## config.mk

```make
export PLATFORM = sky130hd
export DESIGN_NAME = lfsr_gen
export DESIGN_NICKNAME = d
export VERILOG_FILES = /design/src/rtl/lfsr_pkg.sv /design/src/rtl/lfsr_period_tracker.sv /design/src/rtl/lfsr_gen.sv
export SDC_FILE = /design/constraint.sdc
export NUM_CORES = 1
export LEC_CHECK = 0
export ABC_AREA = 1
export CORE_MARGIN = 2
export CORE_UTILIZATION = 49
export DETAILED_ROUTE_END_ITERATION = 8
export DONT_BUFFER_PORTS = 1
export PLACE_DENSITY_LB_ADDON = 0.25
export SYNTH_ARGS = -nofsm -noshare
export SYNTH_HDL_FRONTEND = slang
export SYNTH_SLANG_ARGS = --single-unit
```

## constraint.sdc

```tcl
create_clock -name clk -period 2.7 [get_ports clk]
set_clock_uncertainty 0.15 [all_clocks]
set_input_delay 0.405 -clock clk [delete_from_list [all_inputs] [get_ports clk]]
set_output_delay 0.405 -clock clk [all_outputs]
set_load 0.02 [all_outputs]
```

## src/rtl/lfsr_pkg.sv

```systemverilog
// lfsr_pkg: shared types, limits and the single-step function for lfsr_gen.
//   lfsr_mode_e    : Fibonacci (feedback into LSB) or Galois (taps on MSB shift-out)
//   lfsr_step()    : one LFSR step on a state zero-extended to LFSR_MAX_WIDTH bits
//   lfsr_params_ok : elaboration-time sanity check of WIDTH/STEPS/COUNT_W
package lfsr_pkg;

  localparam int unsigned LFSR_MAX_WIDTH = 64;

  typedef enum logic {
    LFSR_FIBONACCI = 1'b0,
    LFSR_GALOIS    = 1'b1
  } lfsr_mode_e;

  // Bits at or above 'width' are ignored on input and returned as zero, so
  // the same function serves every WIDTH the top can be built with.
  function automatic logic [LFSR_MAX_WIDTH-1:0] lfsr_step(
    input logic [LFSR_MAX_WIDTH-1:0] state,
    input logic [LFSR_MAX_WIDTH-1:0] taps,
    input lfsr_mode_e                mode,
    input int unsigned               width
  );
    logic [LFSR_MAX_WIDTH-1:0] mask;
    logic [LFSR_MAX_WIDTH-1:0] shifted;
    logic                      msb;
    logic                      fb;
    mask    = {LFSR_MAX_WIDTH{1'b1}} >> (LFSR_MAX_WIDTH - width);
    shifted = (state << 1) & mask;
    msb     = |(state & (LFSR_MAX_WIDTH'(1) << (width - 1)));
    fb      = ^(state & taps & mask);
    if (mode == LFSR_GALOIS) begin
      lfsr_step = shifted ^ (msb ? (taps & mask) : '0);
    end else begin
      lfsr_step = shifted | LFSR_MAX_WIDTH'(fb);
    end
  endfunction

  function automatic bit lfsr_params_ok(input int width, input int steps, input int count_w);
    return (width >= 3) && (width <= int'(LFSR_MAX_WIDTH)) &&
           (steps >= 1) && (steps <= width) && (count_w >= 1);
  endfunction

endpackage

```

## src/rtl/lfsr_period_tracker.sv

```systemverilog
// lfsr_period_tracker: counts advances since the last load, flags when an
// advance lands back on the seed, and captures the first such count as the
// period.
//   clk, rst_i, reinit_i : clock, synchronous reset, seed reload (both clear)
//   advance_i            : an advance is applied this cycle
//   next_state_i         : state the register will hold after this advance
//   seed_i               : currently stored seed
//   step_count_o         : saturating advance counter
//   wrap_o               : one-cycle pulse after an advance that returned to seed
//   period_valid_o/len_o : first measured period, in advances
module lfsr_period_tracker #(
  parameter int WIDTH   = 16,
  parameter int COUNT_W = 24
) (
  input  logic               clk,
  input  logic               rst_i,
  input  logic               reinit_i,
  input  logic               advance_i,
  input  logic [WIDTH-1:0]   next_state_i,
  input  logic [WIDTH-1:0]   seed_i,
  output logic [COUNT_W-1:0] step_count_o,
  output logic               wrap_o,
  output logic               period_valid_o,
  output logic [COUNT_W-1:0] period_len_o
);

  logic [COUNT_W-1:0] step_count_q;
  logic [COUNT_W-1:0] step_count_d;
  logic               wrap_q;
  logic               period_valid_q;
  logic [COUNT_W-1:0] period_len_q;
  logic               hit_seed;

  // Saturating increment; the captured period uses the same value so a
  // narrow counter reports all-ones rather than wrapping to zero.
  assign step_count_d = (step_count_q == '1) ? step_count_q : step_count_q + 1'b1;
  assign hit_seed     = (next_state_i == seed_i);

  // NOTE: sequential state uses non-blocking assignments so every register
  // samples pre-edge values regardless of statement order.
  always_ff @(posedge clk) begin
    if (rst_i || reinit_i) begin
      step_count_q   <= '0;
      wrap_q         <= 1'b0;
      period_valid_q <= 1'b0;
      period_len_q   <= '0;
    end else begin
      wrap_q <= 1'b0;
      if (advance_i) begin
        step_count_q <= step_count_d;
        if (hit_seed) begin
          wrap_q <= 1'b1;
          if (!period_valid_q) begin
            period_valid_q <= 1'b1;
            period_len_q   <= step_count_d;
          end
        end
      end
    end
  end

  assign step_count_o   = step_count_q;
  assign wrap_o         = wrap_q;
  assign period_valid_o = period_valid_q;
  assign period_len_o   = period_len_q;

endmodule

```

## src/rtl/lfsr_gen.sv

```systemverilog
// lfsr_gen: seedable parametrised LFSR (Fibonacci or Galois), STEPS single
// steps per advance, with lockup flag and period/wrap tracking.
//   clk, rst            : clock, synchronous active-high reset (loads seed)
//   reinit              : reload seed (below rst, above advance)
//   advance             : apply STEPS steps this cycle
//   initial_state, taps : seed and feedback mask (bit i = state bit i)
//   out, out_state      : low STEPS bits / full current state
//   lockup              : state is all-zero
//   wrap, period_valid, period_len : see lfsr_period_tracker
// Optional build macro LFSR_LOCKUP_RECOVER_EN: an advance from the all-zero
// state reloads the seed (or 1 if the seed is zero) instead of stepping.
module lfsr_gen
  import lfsr_pkg::*;
#(
  parameter int WIDTH   = 16,
  parameter int STEPS   = 1,
  parameter int GALOIS  = 0,
  parameter int COUNT_W = 24
) (
  input  logic               clk,
  input  logic               rst,
  input  logic               reinit,
  input  logic               advance,
  input  logic [WIDTH-1:0]   initial_state,
  input  logic [WIDTH-1:0]   taps,
  output logic [STEPS-1:0]   out,
  output logic [WIDTH-1:0]   out_state,
  output logic               lockup,
  output logic               wrap,
  output logic               period_valid,
  output logic [COUNT_W-1:0] period_len
);

  localparam lfsr_mode_e MODE = (GALOIS != 0) ? LFSR_GALOIS : LFSR_FIBONACCI;
  localparam bit PARAMS_OK = lfsr_params_ok(WIDTH, STEPS, COUNT_W);

  generate
    if (!PARAMS_OK) begin : g_bad_params
      $error("lfsr_gen: need 3 <= WIDTH <= 64, 1 <= STEPS <= WIDTH, COUNT_W >= 1");
    end
  endgenerate

  logic [WIDTH-1:0]          state_q;
  logic [WIDTH-1:0]          state_d;
  logic [WIDTH-1:0]          seed_q;
  logic [WIDTH-1:0]          step_result;
  logic [LFSR_MAX_WIDTH-1:0] chain;
  logic [COUNT_W-1:0]        step_count;
  logic                      unused_chain_bits;

  // STEPS single steps unrolled into one combinational chain.
  // NOTE: the chain variable is reassigned in sequence inside always_comb, so
  // blocking assignments are required here; it is also given a value before
  // any use so no latch can be inferred.
  always_comb begin
    chain = LFSR_MAX_WIDTH'(state_q);
    for (int i = 0; i < STEPS; i++) begin
      chain = lfsr_step(chain, LFSR_MAX_WIDTH'(taps), MODE, WIDTH);
    end
    step_result = chain[WIDTH-1:0];
  end

  // Bits above WIDTH are always zero by construction of lfsr_step.
  assign unused_chain_bits = ^(chain >> WIDTH);

`ifdef LFSR_LOCKUP_RECOVER_EN
  always_comb begin
    state_d = step_result;
    if (state_q == '0) begin
      state_d = (seed_q == '0) ? WIDTH'(1) : seed_q;
    end
  end
`else
  // Without recovery the all-zero state is a fixed point of both modes.
  assign state_d = step_result;
`endif

  always_ff @(posedge clk) begin
    if (rst || reinit) begin
      state_q <= initial_state;
      seed_q  <= initial_state;
    end else if (advance) begin
      state_q <= state_d;
    end
  end

  lfsr_period_tracker #(
    .WIDTH   (WIDTH),
    .COUNT_W (COUNT_W)
  ) u_tracker (
    .clk            (clk),
    .rst_i          (rst),
    .reinit_i       (reinit),
    .advance_i      (advance),
    .next_state_i   (state_d),
    .seed_i         (seed_q),
    .step_count_o   (step_count),
    .wrap_o         (wrap),
    .period_valid_o (period_valid),
    .period_len_o   (period_len)
  );

  assign out       = state_q[STEPS-1:0];
  assign out_state = state_q;
  assign lockup    = (state_q == '0);

endmodule

```

# After elaboration in Yosys (flattened, before gate mapping)
# Cells that the tools add are included.
# Widths: inputs -> output; s select.
[totals] reg_bits=82 inputBits=36 output_inout_bits=44 word_cells=24
[classes] add_sub_neg=1 eq_ne=2 muxes=4 bitwise_logic=4 n_reduce_logical=7
[op_table] operator="$reduce_xor 64->1" count=1
[op_table] operator="$mux 16" count=2
[op_table] operator="$add 24x1->24 const B" count=1
[op_table] operator="$eq 24x24->1 const B" count=1
[op_table] operator="$mux 24" count=1
[op_table] operator="$and 16x16->16" count=1
[op_table] operator="$eq 16x16->1" count=1
[op_table] operator="$logic_not 16->1" count=1
[op_table] operator="$or 16x1->16" count=1
[op_table] operator="$reduce_and 3->1" count=1
[op_table] operator="$not 1->1" count=2
[op_table] operator="$reduce_and 2->1" count=1
[op_table] operator="$reduce_bool 2->1" count=1
[op_table] operator="$reduce_or 2->1" count=1
[op_table] operator="$logic_or 1x1->1" count=1
[op_table] operator="$mux 1" count=1

# Logic depth before layout (Yosys ltp)
# Gate-level depths: netlist of the first run.
[logic_depth] ltp_word=5 depth_mapped=17 mapped_depth_nobuf=16

# By module
# Synthesis of the first run repeated with hierarchy kept, for this count alone.
[unflattened] cells_unflattened=699 area_unflattened_um2=4743.3
[by_module_without_submodules] mod="lfsr_period_tracker" n_inst=1 cells_per_inst=493 area_each_um2=3016.6 seq_area_each_um2=1001.0
[by_module_without_submodules] mod="lfsr_gen" n_inst=1 cells_per_inst=206 area_each_um2=1726.7 seq_area_each_um2=960.9

# Least setup slack after synthesis of the first run
# No wires, ideal clock.
[synth_timing] path_type="register to register" startpoint="register state_q[1] (netlist: out_state[1])" endpoint="register u_tracker.period_len_q[10] (netlist: u_tracker.period_len_o[10])" setup_ns=0.110 arrival_time_ns=1.811 required_time_ns=2.440 slack_ns=0.629 path_stages_with_launch=8 path_buffers=1 period_less_slack_ns=2.071 cell_sequence="edfxtp_1 xor2_1 nand3b_1 nor4_4 buf_2 nand4_1 nand2_1 nor2_1"
[synth_between] elab_chain_len=5
[synth_lines] element="start, declared" line_no="lfsr_gen.sv:43" source="logic [WIDTH-1:0] state_q;"
[synth_lines] element="start signal, assigned" line_no="lfsr_gen.sv:80" source="state_q <= initial_state;"
[synth_lines] element="start signal, assigned" line_no="lfsr_gen.sv:83" source="state_q <= state_d;"
[synth_lines] element="$and 16x16->16" line_no="lfsr_pkg.sv:29" source="fb = ^(state & taps & mask);"
[synth_lines] element="$reduce_xor 64->1" line_no="lfsr_pkg.sv:29"
[synth_lines] element="$or 16x1->16 *" line_no="lfsr_pkg.sv:33" source="lfsr_step = shifted | LFSR_MAX_WIDTH'(fb);"
[synth_lines] element="$eq 16x16->1 *" line_no="lfsr_period_tracker.sv:37" source="assign hit_seed = (next_state_i == seed_i);"
[synth_lines] element="$reduce_and 3->1 (no source line) *"
[synth_lines] element="end signal, assigned" line_no="lfsr_period_tracker.sv:55" source="period_len_q <= step_count_d;"
[synth_lines] element="end, declared" line_no="lfsr_period_tracker.sv:31" source="logic [COUNT_W-1:0] period_len_q;"
# Mark *: on every way between the ends. The rest lies on a longest branch, timed or not.
# A chain may end at the register's enable or synchronous reset.

# Worst setup path after layout of the first run
[layout_timing] startpoint="register state_q[7] (netlist: out_state[7])" endpoint="register u_tracker.period_len_q[23] (netlist: u_tracker.period_len_o[23])"
# Same word-level chain as after synthesis.

==> impl_metrics.yaml, run 1 <==
floorplanning:
  num_rows: 34
  start_util: 0.509
  fp.dieW_um: 99.4
  pin_count: 80
  dieArea_um2: 9870
  die_h_um: 99.4
  core_um2: 8760
layout:
  fin_cells: 763
  antenna_cells: 0
  syn_to_final_growth_pct: 14.0
  drive_gt1_frac: 0.0885
  nNetsFinal: 687
  fin_area_um2: 5080
power_and_ir_drop:
  power_frac_comb: 0.149
  p_seq_frac: 0.502
  clockPowerShare: 0.349
  max-vdd-ir-drop_uv: 330
  p_sw_frac: 0.274
  p_per_area_nw_per_um2: 541
  power.internal_mw: 1.99
  p_switching_uw: 752
  p_leak_nw: 2.12
worst_setup_path:
  cpMaxStageDelayCell: "edfxtp_1"
  r2r_end: "u_tracker.period_len_o[23]"
  critPathArrivalTime_ns: 2.66
  path_cells: "xnor2_1, nand4_1, nor4_4, buf_4, nand4_1, nand2_1, nor2_1"
  cpPeakStageDelay_ns: 0.55
  cp-start-kind: "flop"
  worst_ep_required_time_ns: 2.80
  cpMostUsedCell: "nand4_1"
  path_depth: 7
  ff2ff_path_depth: 7
  crit_end: "u_tracker.period_len_o[23]"
  worst-path-buf-inv: 1
  rrSetupSlack_ns: 0.14
  cp_top_family: "simple AND/OR/NAND/NOR gates"
  crit_fanout: 25
  timing.rr.start: "out_state[7]"
  worstSetupPathType: "flop to flop"
  end_kind: "flop"
  cp-startpoint: "out_state[7]"
global_routing:
  grt_max_degree: 38
  grt_overflow: 0
  first_global_vias: 3827
  grt_pass1_wl_um: 18100
  grt_usage: 0.227
  antenna_found_initial: 0
synthesis:
  synth_area_um2: 4460
  synthTopCellsByArea: "dfxtp_1 22%, edfxtp_1 22%, nand2_1 16%, inv_1 8.8%, nor2_1 5.5%"
  ys_types: 30
  yosysSeqAreaShare: 0.440
  synth_cells: 616
  syn_avg_cell_area_um2: 7.24
  ys_seq_elements: 82
  synth_warnings: 0
  syn-num-nets: 653
  post-synth-top-area-cell: "dfxtp_1"
  synth_top_area_share: 0.225
worst_hold_path:
  min-delay-start: "initial_state[12]"
  min_path_type: "input pin to flop"
clocking:
  htree_levels: 3
  clockBufferDepth: 2
  cts-root-buf: "clkbuf_8"
  path_clk_slew_ns: 0.09
  cts.sink_count: 82
  cts_tree: "done"
  cts_inserted_buffers: 9
  clk_latency_ns: 0.36
  postCtsSetupRepairBufs: 0
sta:
  max_freq_mhz: 390
  fin_crit_ns: 2.56
  drv_slew: 0
  slew_headroom: 0.453
  setup_viol: 0
  tns_ns: 0
  finalCritPeriodShare: 0.949
  worst_pin_slew_ns: 0.816
  hold_violations: 0
  rsz0062_at_grt: "no"
place:
  place_congestion: 0.920
  dp_hpwl_um: 7570
  dpl_cell_area_um2: 4690
  dpl.cell_count: 730
  io_buffers: 0
routing:
  routed_wl_um: 10900
  drt_iter0_markers: 183
  ant_nets: 0
  drt-wirelength-per-cell_um: 14.3
  viasPerCell: 5.20
  drc_errors: 0
  vias: 3968
  dr.pass1.iters: 7
status:
  status: "finished clean"
run:
  maxCapViolCount: 0
-- worst register-to-register path: stages (launching register included) --
cell and delay, ns:
edfxtp_1 0.55, xnor2_1 0.28, nand4_1 0.25, nor4_4 0.51, buf_4 0.38, nand4_1 0.18, nand2_1 0.10, nor2_1 0.04
-- cell usage after synthesis --
cell	n
nand4_1	35
a31oi_1	1
clkinv_1	1
inv_2	1
nor4_1	2
o21ai_0	8
buf_2	5
nor4_4	1
nand3b_1	1
nor2_2	1
o22ai_1	23
inv_1	104
nand2_1	185
nand2_2	11
xor2_1	19
ha_1	1
edfxtp_1	32
nor3_2	1
buf_6	2
nor3_1	12
xnor2_1	15
dfxtp_1	50
nand3_4	1
nand3_1	16
a21oi_1	9
buf_1	2
nor2_1	65
clkbuf_1	10
nand3_2	1
buf_4	1
-- how the worst min path moves through the flow --
| stage | slack, ns | cells after the start | endpoint |
|---|---|---|---|
| after floorplan | 0.34 | 2 | u_tracker.step_count_o[23] |
| final | 0.07 | 2 | out_state[12] |
| after detailed placement | 0.35 | 0 | seed_q[4] |
| after global routing | 0.08 | 2 | out_state[12] |
| after global placement | 0.35 | 0 | seed_q[8] |
| after CTS | 0.06 | 2 | out_state[12] |
-- power groups by stage --
| stage | clock [mW] | sequential, mW | combinational, mW |
|---|---|---|---|
| 4_1_cts | 0.968 | 1.38 | 0.399 |
| 3_5_place_dp | 0 | 1.41 | 0.378 |
| 3_3_place_gp | 0 | 1.41 | 0.370 |
| 5_1_grt | 1.02 | 1.39 | 0.456 |
| 6_report | 0.958 | 1.38 | 0.409 |
| 2_1_floorplan | 0 | 1.44 | 0.249 |
-- flip-flops by register name (all words and copies together) (netlist names) --
signal / flops
u_tracker.period_valid_o: 1
u_tracker.wrap_o: 1
u_tracker.step_count_o: 24
seed_q: 16
out_state: 16
u_tracker.period_len_o: 24
-- routing by layer --
metal / up-vias / wire length, µm / track usage
met5: - / 0 / 0
met2: 131 / 4790 / 0.351
met3: 13 / 635 / 0.0422
li1: 2025 / - / -
met4: 0 / 138 / 0.0685
met1: 1799 / 5360 / 0.324
-- cell families (layout without fill, tap and decap cells) --
family,Yosys count,count (layout),share of synthesized area
and+or+nand+nor,332,333,0.326
buffers and inverters,126,164,0.112
DFF,82,82,0.440
AOI/OAI and AO/OA,41,41,0.0528
xor gates and xnor gates,34,34,0.0668
adders and majority gates,1,1,0.00281
-- per-stage QoR --
| step | total power, mW | worst slack, ns | hold slack (ns) | utilization |
|---|---|---|---|---|
| after floorplan | 1.69 | 0.629 | 0.341 | - |
| after global placement | 1.78 | 0.303 | 0.354 | 0.535 |
| after detailed placement | 1.79 | 0.192 | 0.354 | 0.535 |
| after CTS | 2.75 | 0.141 | 0.0649 | 0.577 |
| after global routing | 2.87 | 0.0196 | 0.0768 | 0.580 |
| final | 2.75 | 0.137 | 0.0723 | 0.580 |
-- layout by cell type (no fill, tap or decap), types with 2 or more instances in the layout --
cell	count
nand4_1	35
nor2_1	64
nand3_4	2
buf_4	26
nand2_2	10
xor2_1	19
dlygate4sd3_1	16
nor2_2	2
nand2_1	185
clkbuf_1	3
o22ai_1	23
edfxtp_1	32
a21oi_1	9
nor3_1	12
xnor2_1	15
clkbuf_8	10
o21ai_0	8
nor4_1	2
inv_1	104
dfxtp_1	50
nand3_1	16
-- layout make-up --
| cell class | count | area (µm²) |
|---|---|---|
| Fill cell | 830 | 3680 |
| Multi-Input combinational cell | 409 | 2020 |
| Sequential cell | 82 | 1960 |
| Inverter | 106 | 398 |
| Timing Repair Buffer | 42 | 355 |
| Clock buffer | 14 | 174 |
| Tap cell | 108 | 135 |
| Clock inverter | 2 | 35.0 |
-- repair_timing --
action | 4_1_cts | 5_1_grt
endpoints found under the setup margin | 0 | 24
resized for setup | 0 | 2
endpoints found under the hold margin | 16 | 0
hold buffers | 16 | 0
No activity file was read; power rests on OpenSTA's default activity.
==> inputs of run 2 (changes only) <==
==> constraint.sdc (replaced) <==
create_clock -name clk -period 2.7 [get_ports clk]
set_clock_uncertainty 0.15 [all_clocks]
set_input_delay 0.27 -clock clk [delete_from_list [all_inputs] [get_ports clk]]
set_output_delay 0.27 -clock clk [all_outputs]
set_load 0.02 [all_outputs]
==> run 2 against run 1 <==
Sequential share of layout area grew 0.47 points. Sequential power is essentially flat. Fmax shrank 2.3%. Clock power shrank 21%. Critical path depth is the same. Register-to-register slack lost 0.06 ns. Largest power group unchanged.
==> impl_metrics.yaml, run 2 (synthesis gave the netlist of run 1 again) <==
worst_setup_path:
  worst_ep_required_time_ns: 2.80
  worst-path-buf-inv: 1
  cpPeakStageDelay_ns: 0.55
  end_kind: "flop"
  cpMaxStageDelayCell: "edfxtp_1"
  cp-start-kind: "flop"
  cp_top_family: "simple AND/OR/NAND/NOR gates"
  path_cells: "xnor2_1, nand4_1, nor4_4, buf_4, nand4_1, nand2_1, nor2_1"
  worstSetupPathType: "flop to flop"
  cpMostUsedCell: "nand4_1"
  crit_fanout: 25
  critPathArrivalTime_ns: 2.72
floorplanning:
  pin_count: 80
  num_rows: 34
  die_h_um: 99.4
  dieArea_um2: 9870
  start_util: 0.509
  fp.dieW_um: 99.4
  core_um2: 8760
routing:
  ant_nets: 0
  drt_iter0_markers: 268
  vias: 3956
  drt-wirelength-per-cell_um: 14.2
  dr.pass1.iters: 5
  viasPerCell: 5.19
  drc_errors: 0
  routed_wl_um: 10800
power_and_ir_drop:
  p_seq_frac: 0.541
  finalPower_mw: 2.55
  clockPowerShare: 0.297
  p_per_area_nw_per_um2: 508
  power_frac_comb: 0.162
  p_switching_uw: 734
  power.internal_mw: 1.82
  p_sw_frac: 0.288
  p_leak_nw: 2.08
  max-vdd-ir-drop_uv: 344
clocking:
  postCtsSetupRepairBufs: 0
  clockBufferDepth: 2
  path_clk_slew_ns: 0.08
  cts_tree: "done"
  clk_latency_ns: 0.35
  htree_levels: 3
  cts-root-buf: "clkbuf_8"
  cts_inserted_buffers: 9
  cts.sink_count: 82
layout:
  fillers: 841
  layout_common_cells: "185 x nand2_1, 104 x inv_1, 64 x nor2_1"
  fin_cells: 762
  drive_gt1_frac: 0.0841
  antenna_cells: 0
  syn_to_final_growth_pct: 12.6
  final_common_cell: "nand2_1"
  nNetsFinal: 686
sta:
  finalCritPeriodShare: 0.971
  slew_headroom: 0.455
  hold_violations: 0
  setup_viol: 0
  rsz0062_at_grt: "no"
  tns_ns: 0
  drv_slew: 0
  fin_crit_ns: 2.62
  max_freq_mhz: 381
  worst_pin_slew_ns: 0.813
  worst_hold_slack_ns: 0.0169
global_routing:
  grt_usage: 0.225
  grt_pass1_wl_um: 18000
  first_global_vias: 3844
  grt_overflow: 0
  antenna_found_initial: 0
  grt_max_degree: 39
place:
  io_buffers: 0
  place_congestion: 0.929
  dp_hpwl_um: 7560
  dpl.cell_count: 729
worst_hold_path:
  min_path_type: "input pin to flop"
run:
  maxCapViolCount: 0
status:
  status: "finished clean"
==> run 2: worst register-to-register path: stages, from the launching register on <==
cell and delay (ns):
edfxtp_1 0.55, xnor2_1 0.30, nand4_1 0.25, nor4_4 0.55
buf_4 0.38, nand4_1 0.19, nand2_1 0.10, nor2_1 0.04
==> run 2: layout make-up <==
class / instances / area, µm² / share of cell area
Multi-Input combinational cell: 409 / 2020 / 0.403
Sequential cell: 82 / 1960 / 0.391
Clock inverter: 3 / 16.3 / 0.00324
Inverter: 106 / 398 / 0.0793
Tap cell: 108 / 135 / 0.0269
Clock buffer: 13 / 139 / 0.0277
Timing Repair Buffer: 41 / 348 / 0.0693
==> run 2: worst paths after layout <==
check                            startpoint                        end  slack [ns]  cells after the start
setup reg to reg               out_state[7]  u_tracker.period_len_o[3]        0.08                      7
setup / recovery               out_state[7]  u_tracker.period_len_o[3]        0.08                      7
hold / removal             initial_state[6]               out_state[6]        0.02                      2
hold reg to reg   u_tracker.step_count_o[4]  u_tracker.step_count_o[4]        0.39                      2
==> run 2: layer usage <==
layer,wire length [µm],global-route usage
met1,4970,0.304
met2,4890,0.358
met3,850,0.0625
met4,132,0.0611
met5,0,0
==> run 2: per-stage QoR <==
stage	util	setup WS [ns]	cell area, µm²
floorplan	-	0.629	4460
global placement	0.534	0.300	4680
detailed placement	0.534	0.184	4680
CTS	0.570	0.118	5000
global route	0.573	0.0148	5020
finish	0.573	0.0775	5020
==> run 2: power by group through the flow <==
stage          registers, mW  logic (mW)  clock network (mW)
2_1_floorplan           1.44       0.249                   0
3_3_place_gp            1.41       0.371                   0
3_5_place_dp            1.41       0.381                   0
4_1_cts                 1.38       0.405               0.780
5_1_grt                 1.39       0.460               0.829
6_report                1.38       0.414               0.757
==> run 2: what timing repair did <==
action | 4_1_cts | 5_1_grt
endpoints found under the hold margin | 30 | 0
endpoints found under the setup margin | 0 | 24
hold buffers | 16 | 0
resized for setup | 0 | 2
==> inputs of run 3 (changes only) <==
--- a/config.mk
+++ b/config.mk
@@ -10,7 +10,8 @@
 export CORE_UTILIZATION = 49
 export DETAILED_ROUTE_END_ITERATION = 8
 export DONT_BUFFER_PORTS = 1
-export PLACE_DENSITY_LB_ADDON = 0.25
+export PLACE_DENSITY_LB_ADDON = 0.12
 export SYNTH_ARGS = -nofsm -noshare
 export SYNTH_HDL_FRONTEND = slang
+export SYNTH_HIERARCHICAL = 1
 export SYNTH_SLANG_ARGS = --single-unit
==> run 3 against run 2 <==
Final area up 8.2%. Routed wire length up 7.8%. Die area up 6.2%. Flip-flop and latch count unchanged. Clock power up 7.5%. Cell count up 13%. Largest power group unchanged.
==> impl_metrics.yaml, run 3 <==
synthesis:
  synth_area_um2: 4740
  synth_edf_count: 32
  syn-num-nets: 736
  synth_common_cells: "266 x nand2_1, 94 x inv_1, 64 x nor2_1, 50 x dfxtp_1, 37 x a21oi_1"
  post-synth-top-area-cell: "dfxtp_1"
  synth_ff_type: "dfxtp_1"
  synth_warnings: 6
  ys_types: 33
  yosysSeqAreaShare: 0.414
  async_flop_share: 0
  synth_cells: 699
  synth_most_common_cell: "nand2_1"
  synthTopCellsByArea: "dfxtp_1 21%, nand2_1 21%, edfxtp_1 20%, inv_1 7.4%, nor2_1 5.1%"
  synth_top_area_share: 0.211
  ys_seq_elements: 82
  syn_avg_cell_area_um2: 6.79
layout:
  antenna_cells: 0
  final_common_cell: "nand2_1"
  nNetsFinal: 765
  final_util: 0.582
  layout_common_cells: "250 x nand2_1, 92 x inv_1, 62 x nor2_1"
  drive_gt1_frac: 0.145
  syn_to_final_growth_pct: 14.5
  fin_area_um2: 5430
worst_setup_path:
  critPathArrivalTime_ns: 2.82
  crit_fanout: 7
  worst_ep_required_time_ns: 2.84
  cp-start-kind: "flop"
  rrSetupSlack_ns: 0.02
  worstSetupPathType: "flop to flop"
  end_kind: "flop"
routing:
  vias: 4336
  drt-wirelength-per-cell_um: 13.6
  routed_wl_um: 11700
  ant_nets: 0
  drc_errors: 0
  viasPerCell: 5.04
  drt_iter0_markers: 205
  dr.pass1.iters: 5
clocking:
  cts.sink_count: 82
  path_clk_slew_ns: 0.08
  cts_inserted_buffers: 9
  clk_latency_ns: 0.37
  cts_tree: "done"
  htree_levels: 3
  cts-root-buf: "clkbuf_8"
  clockBufferDepth: 2
global_routing:
  grt_max_degree: 44
  first_global_vias: 3992
  grt_overflow: 0
  grt_pass1_wl_um: 18500
  grt_usage: 0.227
  antenna_found_initial: 0
place:
  dp_hpwl_um: 8190
  place_congestion: 0.851
  io_buffers: 0
  dpl_cell_area_um2: 4910
worst_hold_path:
  min_path_type: "input pin to flop"
sta:
  worst_pin_slew_ns: 0.496
  slew_headroom: 0.670
  hold_violations: 0
  drv_slew: 0
  fin_crit_ns: 2.68
  rsz0062_at_grt: "yes"
  setup_viol: 0
  finalCritPeriodShare: 0.992
  tns_ns: 0
  max_freq_mhz: 373
floorplanning:
  core_um2: 9330
  dieArea_um2: 10500
  die_h_um: 102
  num_rows: 35
  start_util: 0.509
  pin_count: 80
  fp.dieW_um: 102
status:
  status: "finished clean"
power_and_ir_drop:
  p_per_area_nw_per_um2: 495
  p_leak_nw: 2.63
  finalPower_mw: 2.69
  max-vdd-ir-drop_uv: 269
run:
  maxCapViolCount: 0
-- run 3: changes by cell type after synthesis, moves of 16 or more --
| cell | previous run | this run |
|---|---|---|
| xor2_1 | 19 | 2 |
| a21oi_1 | 9 | 37 |
| buf_4 | 1 | 17 |
| o22ai_1 | 23 | 0 |
| nand4_1 | 35 | 10 |
| nand2_1 | 185 | 266 |
| o21ai_0 | 8 | 36 |
-- run 3: timing repair --
action	4_1_cts	5_1_grt
endpoints found under the setup margin	0	24
resized for setup	0	30
hold endpoints to repair	38	0
buffers inserted	0	4
hold buffers	17	0
-- run 3: area by class of cell --
type	instances	area [µm²]
clock buffers	12	155
clock inverters	3	15.0
fillers	897	3900
inverters	95	357
multi-input cells	489	2300
flip-flops and latches	82	1960
well taps	129	161
repair buffers	51	477
-- run 3: critical path, cell delays in order (launching register included) --
cell	delay, ns
edfxtp_1	0.49
nand2_2	0.14
xnor2_2	0.13
nand2_1	0.08
nand2_1	0.09
nor2_1	0.05
nor2_2	0.16
nand2_1	0.09
nand2_2	0.08
inv_2	0.04
nand2_2	0.05
nand2_1	0.05
nor2_1	0.08
nand2_1	0.06
nor2_2	0.11
nand2_2	0.08
nor2_4	0.26
clkbuf_16	0.22
nand2_1	0.05
a21oi_1	0.12
-- run 3: path summary, 6_finish.rpt --
check                                                  end                  startpoint  depth (start not counted)
worst max-delay path            u_tracker/period_len_o[17]                out_state[5]                         19
worst min register to register  u_tracker/period_len_o[14]  u_tracker/period_len_o[14]                          2
worst max register to register  u_tracker/period_len_o[17]                out_state[5]                         19
worst min-delay path             u_tracker/step_count_o[0]                     advance                          4
-- run 3: through the flow --
step	instances	hold WS (ns)	setup slack [ns]
2_1_floorplan	699	0.219	0.289
3_3_place_gp	822	0.219	0.172
3_5_place_dp	822	0.219	0.0991
4_1_cts	854	0.00993	0.0507
5_1_grt	861	0.0290	-0.117
6_report	861	0.0151	0.0214
-- run 3: metal layers --
| layer | wire (µm) | up-vias | global-route usage |
|---|---|---|---|
| met5 | 0 | - | 0 |
| met2 | 5050 | 106 | 0.334 |
| li1 | - | 2231 | - |
| met3 | 822 | 19 | 0.0629 |
| met4 | 222 | 0 | 0.0882 |
| met1 | 5600 | 1980 | 0.318 |
-- run 3: cells by family after synthesis --
group	count (synthesis)	share of synthesized area
AOI/OAI and AO/OA	78	0.0852
and+or+nand+nor	406	0.370
xor gates and xnor gates	4	0.00897
DFF	82	0.414
buffers and inverters	128	0.120
adders and majority gates	1	0.00264
-- run 3: report_power, final --
part | internal [mW] | leakage (nW) | total (mW) | switching, mW
sequential | 1.35 | 0.737 | 1.39 | 0.0426
combinational | 0.170 | 1.80 | 0.478 | 0.308
clock | 0.375 | 0.0920 | 0.814 | 0.439
total | 1.90 | 2.63 | 2.69 | 0.789
